<file path="src/rtl/alu_pkg.sv">
// Shared ALU definitions: FSM state encoding for the sequential datapath,
// operation and signedness encodings, and a helper for counter sizing.
package alu_pkg;

  typedef enum logic [1:0] {
    IDLE,
    RUN,
    DONE
  } state_t;

  // ctrl encodings
  localparam logic OP_ADD = 1'b0;
  localparam logic OP_SUB = 1'b1;

  // sign encodings
  localparam logic SIGN_UNSIGNED = 1'b0;
  localparam logic SIGN_SIGNED   = 1'b1;

  // Width of a counter that indexes n chunks; never narrower than one bit.
  function automatic int idx_width(input int n);
    return (n > 1) ? $clog2(n) : 1;
  endfunction

endpackage

</file>
<file path="src/rtl/chunk_adder.sv">
// Combinational CHUNK-bit adder slice with carry in and carry out.
// Ports:
//   a, b  : CHUNK-bit addends
//   cin   : carry in
//   sum   : CHUNK-bit sum
//   cout  : carry out of the slice
module chunk_adder #(
  parameter int CHUNK = 8
) (
  input  logic [CHUNK-1:0] a,
  input  logic [CHUNK-1:0] b,
  input  logic             cin,
  output logic [CHUNK-1:0] sum,
  output logic             cout
);

  assign {cout, sum} = {1'b0, a} + {1'b0, b} + {{CHUNK{1'b0}}, cin};

endmodule

</file>
<file path="src/rtl/seq_addsub.sv">
// Multi-cycle adder/subtractor. Operands are added CHUNK bits per clock
// through one shared chunk_adder with a registered carry, so the critical
// path is a CHUNK-bit add instead of a WIDTH-bit add. Flags and optional
// saturation are computed on the last RUN edge.
// WIDTH must be a multiple of CHUNK.
// Ports:
//   clk, rst             : clock (rising edge), async active-high reset
//   in_valid / in_ready  : operand handshake (accepted only in IDLE)
//   a, b                 : WIDTH-bit operands
//   ctrl                 : 0 = add, 1 = sub
//   sign                 : 1 = signed, 0 = unsigned flag semantics
//   sat                  : 1 = saturate result on overflow
//   out_valid / out_ready: result handshake
//   result               : WIDTH-bit sum/difference (held until next finalisation)
//   zero, negative, over, carry : result flags
module seq_addsub
  import alu_pkg::*;
#(
  parameter int WIDTH = 32,
  parameter int CHUNK = 8
) (
  input  logic             clk,
  input  logic             rst,
  input  logic             in_valid,
  output logic             in_ready,
  input  logic [WIDTH-1:0] a,
  input  logic [WIDTH-1:0] b,
  input  logic             ctrl,
  input  logic             sign,
  input  logic             sat,
  output logic             out_valid,
  input  logic             out_ready,
  output logic [WIDTH-1:0] result,
  output logic             zero,
  output logic             negative,
  output logic             over,
  output logic             carry
);

  localparam int N     = WIDTH / CHUNK;
  localparam int IDX_W = idx_width(N);
  localparam logic [IDX_W-1:0] LAST_IDX = IDX_W'(N - 1);

  state_t state, state_next;

  logic [WIDTH-1:0] a_reg, b_reg, sum_reg;
  logic             ctrl_reg, sign_reg, sat_reg, carry_reg;
  logic [IDX_W-1:0] idx;

  logic [CHUNK-1:0] chunk_a, chunk_b, chunk_sum;
  logic             chunk_cout;
  logic             accept, last;

  logic [WIDTH-1:0] raw, fin_result;
  logic             ovf_signed, fin_over, fin_negative;

  // ---------------------------------------------------------------- FSM
  // NOTE: sequential state is written with non-blocking assignments so every
  // register samples pre-edge values regardless of block ordering.
  always_ff @(posedge clk or posedge rst) begin
    if (rst) state <= IDLE;
    else     state <= state_next;
  end

  // NOTE: every output of this block gets a default first, so no path leaves
  // a signal unassigned and no latch is inferred.
  always_comb begin
    state_next = state;
    in_ready   = 1'b0;
    out_valid  = 1'b0;
    case (state)
      IDLE: begin
        in_ready = 1'b1;
        if (in_valid) state_next = RUN;
      end
      RUN: begin
        if (last) state_next = DONE;
      end
      DONE: begin
        out_valid = 1'b1;
        if (out_ready) state_next = IDLE;
      end
      default: state_next = IDLE;
    endcase
  end

  assign accept = (state == IDLE) && in_valid;
  assign last   = (state == RUN) && (idx == LAST_IDX);

  // ------------------------------------------------------------ datapath
  assign chunk_a = a_reg[idx*CHUNK +: CHUNK];
  assign chunk_b = b_reg[idx*CHUNK +: CHUNK];

  chunk_adder #(.CHUNK(CHUNK)) u_chunk_adder (
    .a   (chunk_a),
    .b   (chunk_b),
    .cin (carry_reg),
    .sum (chunk_sum),
    .cout(chunk_cout)
  );

  // Full sum including the chunk being produced this cycle; on the last RUN
  // cycle this is the complete raw result used for finalisation.
  always_comb begin
    raw = sum_reg;
    raw[idx*CHUNK +: CHUNK] = chunk_sum;
  end

  // b_reg already holds ~b for subtraction, so the same-sign test on a and
  // b_reg is the overflow test for a + (~b + 1).
  assign ovf_signed = (a_reg[WIDTH-1] == b_reg[WIDTH-1]) &&
                      (raw[WIDTH-1] != a_reg[WIDTH-1]);

  always_comb begin
    if (sign_reg == SIGN_SIGNED) fin_over = ovf_signed;
    else if (ctrl_reg == OP_SUB) fin_over = ~chunk_cout;  // borrow
    else                         fin_over = chunk_cout;

    // Signed: the true sign of the mathematical result, even on overflow.
    if (sign_reg == SIGN_UNSIGNED) fin_negative = ctrl_reg & fin_over;
    else                           fin_negative = raw[WIDTH-1] ^ fin_over;

    fin_result = raw;
    if (sat_reg && fin_over) begin
      if (sign_reg == SIGN_SIGNED) begin
        // Overflow direction follows a's sign (both operands share it).
        fin_result = a_reg[WIDTH-1] ? {1'b1, {(WIDTH-1){1'b0}}}
                                    : {1'b0, {(WIDTH-1){1'b1}}};
      end else begin
        fin_result = (ctrl_reg == OP_SUB) ? '0 : '1;
      end
    end
  end

  always_ff @(posedge clk or posedge rst) begin
    if (rst) begin
      a_reg     <= '0;
      b_reg     <= '0;
      sum_reg   <= '0;
      ctrl_reg  <= 1'b0;
      sign_reg  <= 1'b0;
      sat_reg   <= 1'b0;
      carry_reg <= 1'b0;
      idx       <= '0;
      result    <= '0;
      zero      <= 1'b0;
      negative  <= 1'b0;
      over      <= 1'b0;
      carry     <= 1'b0;
    end else if (accept) begin
      a_reg     <= a;
      b_reg     <= (ctrl == OP_ADD) ? b : ~b;
      ctrl_reg  <= ctrl;
      sign_reg  <= sign;
      sat_reg   <= sat;
      carry_reg <= ctrl;  // +1 of two's-complement negation for sub
      idx       <= '0;
    end else if (state == RUN) begin
      sum_reg   <= raw;
      carry_reg <= chunk_cout;
      idx       <= idx + IDX_W'(1);
      if (last) begin
        result   <= fin_result;
        zero     <= (fin_result == '0);
        negative <= fin_negative;
        over     <= fin_over;
        carry    <= chunk_cout;
      end
    end
  end

endmodule

</file>
<file path="config.mk">
export PLATFORM = sky130hd
export DESIGN_NAME = seq_addsub
export DESIGN_NICKNAME = d
export VERILOG_FILES = /design/src/rtl/alu_pkg.sv /design/src/rtl/chunk_adder.sv /design/src/rtl/seq_addsub.sv
export SDC_FILE = /design/constraint.sdc
export NUM_CORES = 1
export LEC_CHECK = 0
export ABC_AREA = 1
export BUFFER_PORTS_ARGS = -buffer_cell sky130_fd_sc_hd__buf_2
export CORE_MARGIN = 4
export CORE_UTILIZATION = 47
export DETAILED_ROUTE_END_ITERATION = 8
export GPL_TIMING_DRIVEN = 0
export PLACE_DENSITY = 0.78
export SKIP_LAST_GASP = 1
export SLEW_MARGIN = 15
export SYNTH_ARGS = -nofsm -noshare
export SYNTH_HDL_FRONTEND = slang
export SYNTH_SLANG_ARGS = --single-unit
</file>
<file path="constraint.sdc">
create_clock -name clk -period 6.42 [get_ports clk]
set_input_delay 1.284 -clock clk [delete_from_list [all_inputs] [get_ports clk]]
set_output_delay 1.284 -clock clk [all_outputs]
set_load 0.005 [all_outputs]
</file>
After elaboration in Yosys (flattened, before gate mapping)
Index checks and enable logic that the tools add are counted.
{ "classes": {"n_shift": 4, "n_bitwise": 5, "add_sub_neg": 4, "n_mux": 19, "n_eq_ne": 8, "n_reduce_logical": 10} }
{ "op_table": {"columns": ["cell", "n"], "rows": [
  ["two-way mux 32 bit", 5],
  ["variable part select 32 x 6 -> 8 bit", 2],
  ["negator 5 -> 34 bit", 1],
  ["variable shift 8 x 34 -> 32 bit (first input constant)", 1],
  ["variable part select 8 x 34 -> 32 bit", 1],
  ["bitwise mux 32 bit", 1],
  ["logical NOT 32 bit", 1],
  ["NOT 32 bit", 1],
  ["two-way mux 2 bit", 5],
  ["adder 8 x 8 -> 9 bit", 1],
  ["adder 9 x 1 -> 9 bit", 1],
  ["two-way mux 1 bit", 7],
  ["inequality test 2 bit (second input constant)", 3],
  ["one-hot mux 2 bit (3 select lines)", 1],
  ["AND reduction 3 bit", 2],
  ["equality test 2 bit (second input constant)", 2],
  ["logical AND 1 bit", 4],
  ["adder 2 x 1 -> 2 bit (second input constant)", 1],
  ["equality test 2 x 1 -> 1 bit (second input constant)", 1],
  ["logical NOT 2 bit", 1],
  ["NOT 1 bit", 2],
  ["AND reduction 2 bit", 1],
  ["nonzero test 2 bit", 1],
  ["AND 1 bit", 1],
  ["other kinds (3)", 3]
]} }
{ "word_totals": {"output_inout_bits": 38, "elab_cells": 64, "inputBits": 71, "register_bits": 140} }

Logic depth before layout (Yosys ltp)
Gate-level depths: netlist (run 1).
{ "depth": {"ltp_word": 11, "mapped_depth": 27, "depth_no_buf": 24} }

Hierarchy
Synthesis (run 1) repeated with hierarchy kept, for this count alone.
{ "unflattened": {"cells_unflattened": 870, "hier_area_um2": 7200.7} }
{ "by_module_without_submodules": {"columns": ["module", "area_per_inst_um2", "instances", "cells_each"], "rows": [
  ["seq_addsub", 6816.5, 1, 811],
  ["chunk_adder", 384.1, 1, 59]
]} }

Least setup slack after synthesis (run 1)
OpenSTA, ideal clock, no wires.
{ "synth_path": {"kind": "register -> register", "startpoint": "register idx[0]", "endpoint": "register result[0]", "path_stages_with_launch": 19, "t_required_ns": 6.341, "path_slack_ns": 2.913, "arrival_time_ns": 3.428, "cell_sequence": "dfrtp_1 -> buf_2 -> clkbuf_1 -> clkbuf_1 -> o21ai_0 -> a21oi_1 -> fa_1 -> inv_1 -> fa_1 -> nand3_1 -> nand2_1 -> nand4_1 -> o211ai_1 -> o21ai_1 -> nand4_2 -> nand2_1 -> inv_2 -> buf_2 -> a2bb2oi_1"} }
{ "synth_between": {"elab_chain_len": 10, "elab_cells_between_ends": 18, "classes_between": "add/sub (3); eq/ne (2); shift (4); mux (4); bitwise (1); reduce/logical (4)"} }
{ "synth_rtl": {"columns": ["element", "line", "source"], "rows": [
  ["start, declared", "seq_addsub.sv:48", "logic [IDX_W-1:0] idx;"],
  ["start signal, assigned", "seq_addsub.sv:161", "idx <= idx + IDX_W'(1);"],
  ["variable part select 32 x 6 -> 8 bit, on equally long branches", "seq_addsub.sv:91, seq_addsub.sv:92", null],
  ["adder 8 x 8 -> 9 bit", "chunk_adder.sv:17", "assign {cout, sum} = {1'b0, a} + {1'b0, b} + {{CHUNK{1'b0}}, cin};"],
  ["adder 9 x 1 -> 9 bit", "chunk_adder.sv:17", null],
  ["variable part select 8 x 34 -> 32 bit", "seq_addsub.sv:106", "raw[idx*CHUNK +: CHUNK] = chunk_sum;"],
  ["bitwise mux 32 bit", "seq_addsub.sv:106", null],
  ["inequality test 1 bit", "seq_addsub.sv:112", "(raw[WIDTH-1] != a_reg[WIDTH-1]);"],
  ["logical AND 1 bit", "seq_addsub.sv:111", "assign ovf_signed = (a_reg[WIDTH-1] == b_reg[WIDTH-1]) &&"],
  ["two-way mux 1 bit", "seq_addsub.sv:115", "if (sign_reg == SIGN_SIGNED) fin_over = ovf_signed;"],
  ["logical AND 1 bit", "seq_addsub.sv:124", "if (sat_reg && fin_over) begin"],
  ["two-way mux 32 bit", "seq_addsub.sv:124", null],
  ["end signal, assigned", "seq_addsub.sv:163", "result <= fin_result;"],
  ["end, declared", "seq_addsub.sv:33", "output logic [WIDTH-1:0] result,"]
]} }
Parallel ways exist; a longest one is shown, timed or not.
A chain may end at the register's enable or synchronous reset.

Final worst setup path (run 1)
{ "layout_path": {"startpoint": "register idx[0]", "endpoint": "register zero"} }
{ "layout_between": {"elab_chain_len": 11, "elab_cells_between_ends": 19, "classes_between": "add/sub (3); eq/ne (2); shift (4); mux (4); bitwise (1); reduce/logical (5)"} }
{ "layout_rtl": {"columns": ["element", "line", "source"], "rows": [
  ["variable part select 32 x 6 -> 8 bit, on equally long branches", "seq_addsub.sv:91, seq_addsub.sv:92", null],
  ["adder 8 x 8 -> 9 bit", "chunk_adder.sv:17", null],
  ["adder 9 x 1 -> 9 bit", "chunk_adder.sv:17", null],
  ["variable part select 8 x 34 -> 32 bit", "seq_addsub.sv:106", null],
  ["bitwise mux 32 bit", "seq_addsub.sv:106", null],
  ["inequality test 1 bit", "seq_addsub.sv:112", null],
  ["logical AND 1 bit", "seq_addsub.sv:111", null],
  ["two-way mux 1 bit", "seq_addsub.sv:115", null],
  ["logical AND 1 bit", "seq_addsub.sv:124", null],
  ["two-way mux 32 bit", "seq_addsub.sv:124", null],
  ["logical NOT 32 bit", "seq_addsub.sv:164", "zero <= (fin_result == '0);"],
  ["end signal, assigned", "seq_addsub.sv:164", null],
  ["end, declared", "seq_addsub.sv:34", "output logic zero,"]
]} }
Parallel ways exist; a longest one is shown, timed or not.

==> metrics.md, run 1 <==
| Metric | Value |
|---|---|
| Top-count cell post-synth | `nand2_1` |
| Crit. End Element | `flop` |
| Synth top area cells | `dfrtp_1 (50%), nand2_1 (14%), o21ai_0 (7.5%)` |
| CTS buffer count | `17` |
| Core box area | `14600 um2` |
| Design Power | `5.21 mW` |
| # IOs | `109` |
| Routed wire length | `19100 um` |
| Dpl hpwl | `13800 um` |
| P&R area growth vs syn | `19.8%` |
| Final worst path period share | `73.9%` |
| YS warnings | `0` |
| Clk pwr share | `19.1%` |
| Hold_buf cts | `0` |
| R2R Path Start | `idx[0]` |
| Sw Ratio | `45.6%` |
| Worst slew pin tran | `925 ps` |
| Slew margin rel. | `37.8%` |
| Final net count | `1070` |
| Vias per Instance | `5.43` |
| Vias in the first global route | `6280` |
| Hold Crit Class | `flop to flop` |
| FILL cells | `1295` |
| List of most frequent post-synthesis cells | `nand2_1 (269), dfrtp_1 (140), o21ai_0 (106)` |
| ANT cells | `0` |
| Synth top area share | `49.6%` |
| Leakage | `4.12 nW` |
| Worst-path maximum fanout | `10` |
| RSZ-0062 raised after global routing | `no` |
| Count of cell types in the netlist | `35` |
| DP Cell Count | `1149` |
| Hold path cells | `2` |
| Startpoint Class | `flop` |
| Postcts setup bufs | `0` |
| DIE WIDTH | `131 um` |
| Grt ovf | `0` |
| Gr usage total | `23.2%` |
| Max-cap viol count | `0` |
| Drt wl/cell | `16.1 um` |
| Largest net degree at the start of global routing | `113` |
| Worst EP required | `6780 ps` |
| DRT Pass-1 Iters | `5` |
| Number of flops mapped to enable cells by yosys | `0` |
| Min Clock Period, post-route | `4750 ps` |
| Share of layout cells above drive strength 1 | `15.6%` |
| Setup ws final | `1670 ps` |
| CTS tree | `done` |
| Clock-pin slew on the worst setup and hold paths | `60 ps` |
| Max Slew Vio Count | `0` |
| Initial antenna violation count | `0` |
| Die Area | `17100 um2` |
| Placement Setup Slack | `1870 ps` |
| Iter 0 DRT Violations | `629` |
| DP Area | `7870 um2` |
| Port bufs | `107` |
| Setup violations, final | `0` |
| Fin area | `8470 um2` |
| Top_reg_cell synth | `dfrtp_1` |
| Drt drc | `0` |
| CP Class | `flop to flop` |
| Power Density | `615 nW/um2` |
| CTS Sinks | `140` |
| GPL Wtd Cong | `0.885` |
| Seq cells post-synth | `140` |
| PostCTS Resize Cnt | `0` |
| Cell-internal power | `2.83 mW` |
| Ys async rst share | `100%` |
| Net switching power of the design | `2.37 mW` |
| Final non-filler cell total | `1181` |
| Outcome | `complete, no violations` |
| Worst VDD drop | `338 uV` |
| Via count | `6417` |
| Synthesized instance count | `857` |
| Largest area contributor in the netlist | `dfrtp_1` |
| Clock Tree Buf Depth | `2` |
| Final Hold Violating Endpoints | `0` |
| WP data arrival | `5100 ps` |
| H-tree depth | `4` |
| Fmax | `211 MHz` |
| Crit path launch | `idx[0]` |
| Cell area after synthesis | `7070 um2` |
| Standard-cell rows | `44` |
| Final Util | `57.8%` |
| Logic gate share of total power | `51.6%` |
| Initial Util | `48.3%` |
| Seq pwr share | `29.3%` |
| Hold_sp | `negative` |
| Syn nets | `943` |
| Worst-Skew Late Latency | `430 ps` |
| Syn_area_per_cell | `8.25 um2` |
| Path depth of the worst reg2reg path | `21` |
| Global-route wire length before repair | `31100 um` |
| Clock root cell | `clkbuf_16` |
| Sequential cell area fraction in the yosys report | `49.6%` |
| ANT nets after route | `0` |
| Die height | `131 um` |
| Setup Skew | `14.6 ps` |
==> cell families (layout without fill, tap and decap cells) <==
logic type,after synthesis,after routing,share of synthesized area [%]
AOI/OAI and AO/OA,191,191,16.2
xor gates and xnor gates,34,34,4.21
adders and majority gates,15,15,2.87
buffers and inverters,112,252,6.16
DFF,140,140,49.6
and+or+nand+nor,365,365,20.9
==> through the flow <==
stage	hold WS [ps]	TNS, ps
floorplan	444	0
global placement	459	-16920
detailed placement	460	0
CTS	476	0
global route	498	0
finish	473	0
==> critical path, stage by stage, from the launching register on <==
cell      delay (ps)
dfrtp_1          470
buf_2            270
clkbuf_1         440
clkbuf_1         470
o21ai_0          200
a21oi_1          300
fa_1             220
inv_1             60
fa_1             410
nand3_1          120
nand2_1           80
nand4_1           80
o211ai_1         180
a21oi_1          190
o21ai_1          170
nand4_2          220
nand2_1          110
nor2_1           250
nand2_1           80
nor2_1           160
nand3_1          100
nand2_1           70
==> layer usage <==
metal | track usage [%] | vias to the layer above | routed length [um]
met5 | 0 | - | 0
met3 | 5.89 | 52 | 1480
met2 | 36.4 | 273 | 8810
met4 | 9.62 | 0 | 649
met1 | 30.8 | 2999 | 8130
li1 | - | 3093 | -
==> cells in the final DEF, fill, tap and decap left out, drive strengths merged <==
cell	n
xnor2	33
o21a	3
nand3b	1
o221ai	1
clkbuf	55
nor2	56
o41ai	6
fa	2
a2bb2oi	27
nand2	273
a32o	1
xor2	1
nor3	2
inv	65
clkinvlp	3
o211ai	1
dfrtp	140
o31ai	1
or2	1
ha	13
a31oi	9
nand4	11
a21oi	8
clkinv	5
buf	122
bufinv	2
o21ai	108
nand3	21
o22ai	25
o32ai	1
==> power by group through the flow <==
stage	sequential, mW	clock, mW	combinational, mW
4_1_cts	1.52	0.998	2.65
6_report	1.53	0.993	2.69
3_5_place_dp	1.53	0	2.62
3_3_place_gp	1.52	0	2.56
2_1_floorplan	1.47	0	1.88
5_1_grt	1.57	1.04	3.01
==> worst paths after layout <==
kind | slack (ps) | end
hold reg to reg | 470 | negative
setup reg to reg | 1670 | zero
min in group asynchronous | 800 | state[0]
hold / removal | 470 | negative
setup / recovery | 1670 | zero
max in group asynchronous | 4820 | b_reg[14]
==> area by class of cell <==
class                      instances  area, um2  share of cell area [%]
multi-input combinational        605       3130                    36.9
sequential                       140       3500                    41.4
tap                              184        230                    2.72
buffer                            46        188                    2.22
timing repair buffer             108        563                    6.65
clock inverter                     9        110                    1.30
clock buffer                      23        488                    5.76
inverter                          66        255                    3.02
No activity file was read; power rests on OpenSTA's default activity.
==> inputs of run 2 (changes only) <==
- ABC_AREA: 1 -> 0
- clock period: 6.42 -> 4.5 ns (I/O delays scaled with it)
==> run 2 against run 1 <==
  * Power up 43%
  * Combinational power up 46%
  * Synthesized cell count down 9.7%
  * Cell count down 6.7%
  * Clock power up 44%
  * Critical path type unchanged
  * Critical endpoint unchanged
  * Largest power group unchanged
  * Highest routed layer unchanged
==> metrics.md, run 2 <==
| Metric | Value |
|---|---|
| Sequential cell area fraction in the yosys report | `49.5% (-0.088 points)` |
| Top_reg_cell synth | `dfrtp_1` |
| Die Area | `17100 um2 (+0.17%)` |
| Cell area after synthesis | `7080 um2 (+0.18%)` |
| Initial Util | `48.3% (+0.085 points)` |
| Outcome | `complete, no violations` |
| Startpoint Class | `flop` |
| Largest net degree at the start of global routing | `38 (-66%)` |
| Most frequent cells in the layout | `nand2_1 (224), dfrtp_1 (140), o21ai_0 (130)` |
| Fmax | `232 MHz (+10%)` |
| Synth top area cells | `dfrtp_1 (49%), nand2_1 (12%), o21ai_0 (9.2%)` |
| Crit. End Element | `flop` |
| CP Class | `flop to flop` |
| Drt drc | `0 (unchanged)` |
| CTS tree | `done` |
| Count of cell types in the netlist | `57 (+63%)` |
| Final Hold Violating Endpoints | `0 (unchanged)` |
| ANT cells | `0 (unchanged)` |
| Post-synthesis compound-gate area fraction | `15.1% (-1.1 points)` |
| Largest area contributor in the netlist | `dfrtp_1` |
| Setup violations, final | `0 (unchanged)` |
| DRT Pass-1 Iters | `5 (unchanged)` |
| Seq cells post-synth | `140 (unchanged)` |
| Max Slew Vio Count | `0 (unchanged)` |
| Synthesized instance count | `774 (-9.7%)` |
| Worst VDD drop | `456 uV (+35%)` |
| Commonest non-fill, non-tap cell in the layout | `nand2_1` |
| GPL Wtd Cong | `0.944 (+6.6%)` |
| Standard-cell rows | `44 (unchanged)` |
| Min Clock Period, post-route | `4310 ps (-438 ps)` |
| Clock-pin slew on the worst setup and hold paths | `60 ps (about the same)` |
| Fin area | `8590 um2 (+1.4%)` |
| Syn_area_per_cell | `9.15 um2 (+11%)` |
| Power Density | `865 nW/um2 (+41%)` |
| Setup Skew | `10.6 ps (-3.98 ps)` |
| Leakage | `4.10 nW (-0.42%)` |
| Global-route wire length before repair | `30600 um (-1.5%)` |
| Drt wl/cell | `17.3 um (+7.2%)` |
| XOR/XNOR Fraction of Synth Area | `4.95% (+0.73 points)` |
| Core box area | `14600 um2 (unchanged)` |
| ANT nets after route | `0 (unchanged)` |
| Vias in the first global route | `6025 (-4.1%)` |
| Synth Area in Adders | `2.86% (-0.0051 points)` |
| Clock Tree Buf Depth | `2 (unchanged)` |
| Port bufs | `107 (unchanged)` |
| Largest family of logic cells by synthesized area | `simple AND/OR/NAND/NOR gates` |
| Top-count cell post-synth | `nand2_1` |
| DP Area | `7930 um2 (+0.78%)` |
| Worst EP required | `4850 ps (-1930 ps)` |
| CTS buffer count | `17 (unchanged)` |
| Grt ovf | `0 (unchanged)` |
| Final net count | `992 (-7.3%)` |
| Gr usage total | `23.3% (+0.035 points)` |
| Hold Crit Class | `input port to async pin` |
| Dpl hpwl | `13700 um (-0.77%)` |
| Share of layout cells above drive strength 1 | `20.3% (+4.6 points)` |
| YS warnings | `0 (unchanged)` |
| Post-Synth Simple-Gate Area | `16.6% (-4.4 points)` |
| Number of flops mapped to enable cells by yosys | `0 (unchanged)` |
| Die height | `131 um (about the same)` |
| Routed wire length | `19100 um (about the same)` |
| Syn nets | `860 (-8.8%)` |
| Clock root cell | `clkbuf_16` |
| Initial antenna violation count | `0 (unchanged)` |
| Worst-path maximum fanout | `10 (unchanged)` |
| # IOs | `109 (unchanged)` |
| Worst-Skew Late Latency | `440 ps (about the same)` |
| Vias per Instance | `5.50 (+1.2%)` |
| Hold_buf cts | `0 (unchanged)` |
| Iter 0 DRT Violations | `490 (-22%)` |
| Max-cap viol count | `0 (unchanged)` |
| Final Util | `58.6% (+0.82 points)` |
| Slew margin rel. | `48.8% (+11 points)` |
| H-tree depth | `4 (unchanged)` |
| Final worst path period share | `95.7% (+22 points)` |
| WP data arrival | `4650 ps (-450 ps)` |
| DIE WIDTH | `131 um (about the same)` |
| Ys async rst share | `100% (unchanged)` |
| Synth top area share | `49.5% (-0.088 points)` |
| Via count | `6058 (-5.6%)` |
| List of most frequent post-synthesis cells | `nand2_1 (224), dfrtp_1 (140), o21ai_0 (130)` |
| Mux contribution to synthesized area | `5.83% (+5.8 points)` |
| CTS Sinks | `140 (unchanged)` |
| Worst slew pin tran | `769 ps (-157 ps)` |
| P&R area growth vs syn | `21.3%` |
-- run 2: through the flow --
step / setup WS, ps / hold slack, ps / cells / setup TNS [ps] / total power [mW]
after floorplan: 64.0 / 440 / 774 / 0 / 4.60
after global placement: -818 / 455 / 1065 / -25550 / 5.67
after detailed placement: -950 / 458 / 1069 / -29610 / 5.79
after CTS: 49.3 / 384 / 1100 / 0 / 7.33
after global routing: -59.9 / 393 / 1102 / -430 / 7.94
final: 191 / 389 / 1102 / 0 / 7.43
-- run 2: path summary, 6_finish.rpt --
| kind | slack [ps] | cells after the start | startpoint | end |
|---|---|---|---|---|
| worst max-delay path | 190 | 15 | idx[0] | zero |
| worst min-delay path | 390 | 2 | rst | result[29] |
| worst max register to register | 190 | 15 | idx[0] | zero |
| worst min register to register | 470 | 2 | a_reg[19] | a_reg[19] |
| max in group asynchronous | 3440 | 4 | rst | b_reg[14] |
| min in group clk | 470 | 2 | a_reg[19] | a_reg[19] |
-- run 2: layer usage --
layer | track usage, % | vias up | wire length, um
li1 | - | 2874 | -
met1 | 30.8 | 2843 | 8060
met2 | 37.3 | 289 | 8980
met3 | 4.59 | 52 | 1370
met4 | 10.5 | 0 | 650
met5 | 0 | - | 0
-- run 2: worst max-delay path, stage by stage (launching register included) --
cell and delay [ps]:
dfrtp_1 400, buf_4 180, buf_6 190, mux4_2 510, inv_1 120, fa_1 200
inv_1 50, fa_1 440, xnor2_2 380, o22ai_1 240, or4_1 570, nor4_1 270
nand4_1 160, o41ai_1 260, a31oi_1 70, nor3_1 180
-- run 2: area by class of cell --
type	instances	area [um2]
Tap cell	184	230
Fill cell	1283	6060
Inverter	38	146
Sequential cell	140	3500
Timing Repair Buffer	113	631
Buffer	53	244
Clock buffer	18	429
Clock inverter	13	170
Multi-Input combinational cell	543	3230
-- run 2: where the power goes --
part	internal [mW]	leakage [nW]	switching (mW)
clock network	0.871	0.283	0.563
logic	1.50	2.01	2.42
registers	1.78	1.81	0.295
total	4.15	4.10	3.28
-- run 2: kinds of logic after synthesis --
family,Yosys count
AND/OR/NAND/NOR,278
AO/OA/AOI/OAI,189
flip-flops,140
buffers and inverters,91
XOR/XNOR,40
multiplexers,21
adder cells (fa/ha/maj),15
-- run 2: repair_timing --
item | 4_1_cts | 5_1_grt
pin swaps | 1 | 1
buffers inserted | 0 | 2
endpoints found under the setup margin | 47 | 32
gates resized for setup | 12 | 6
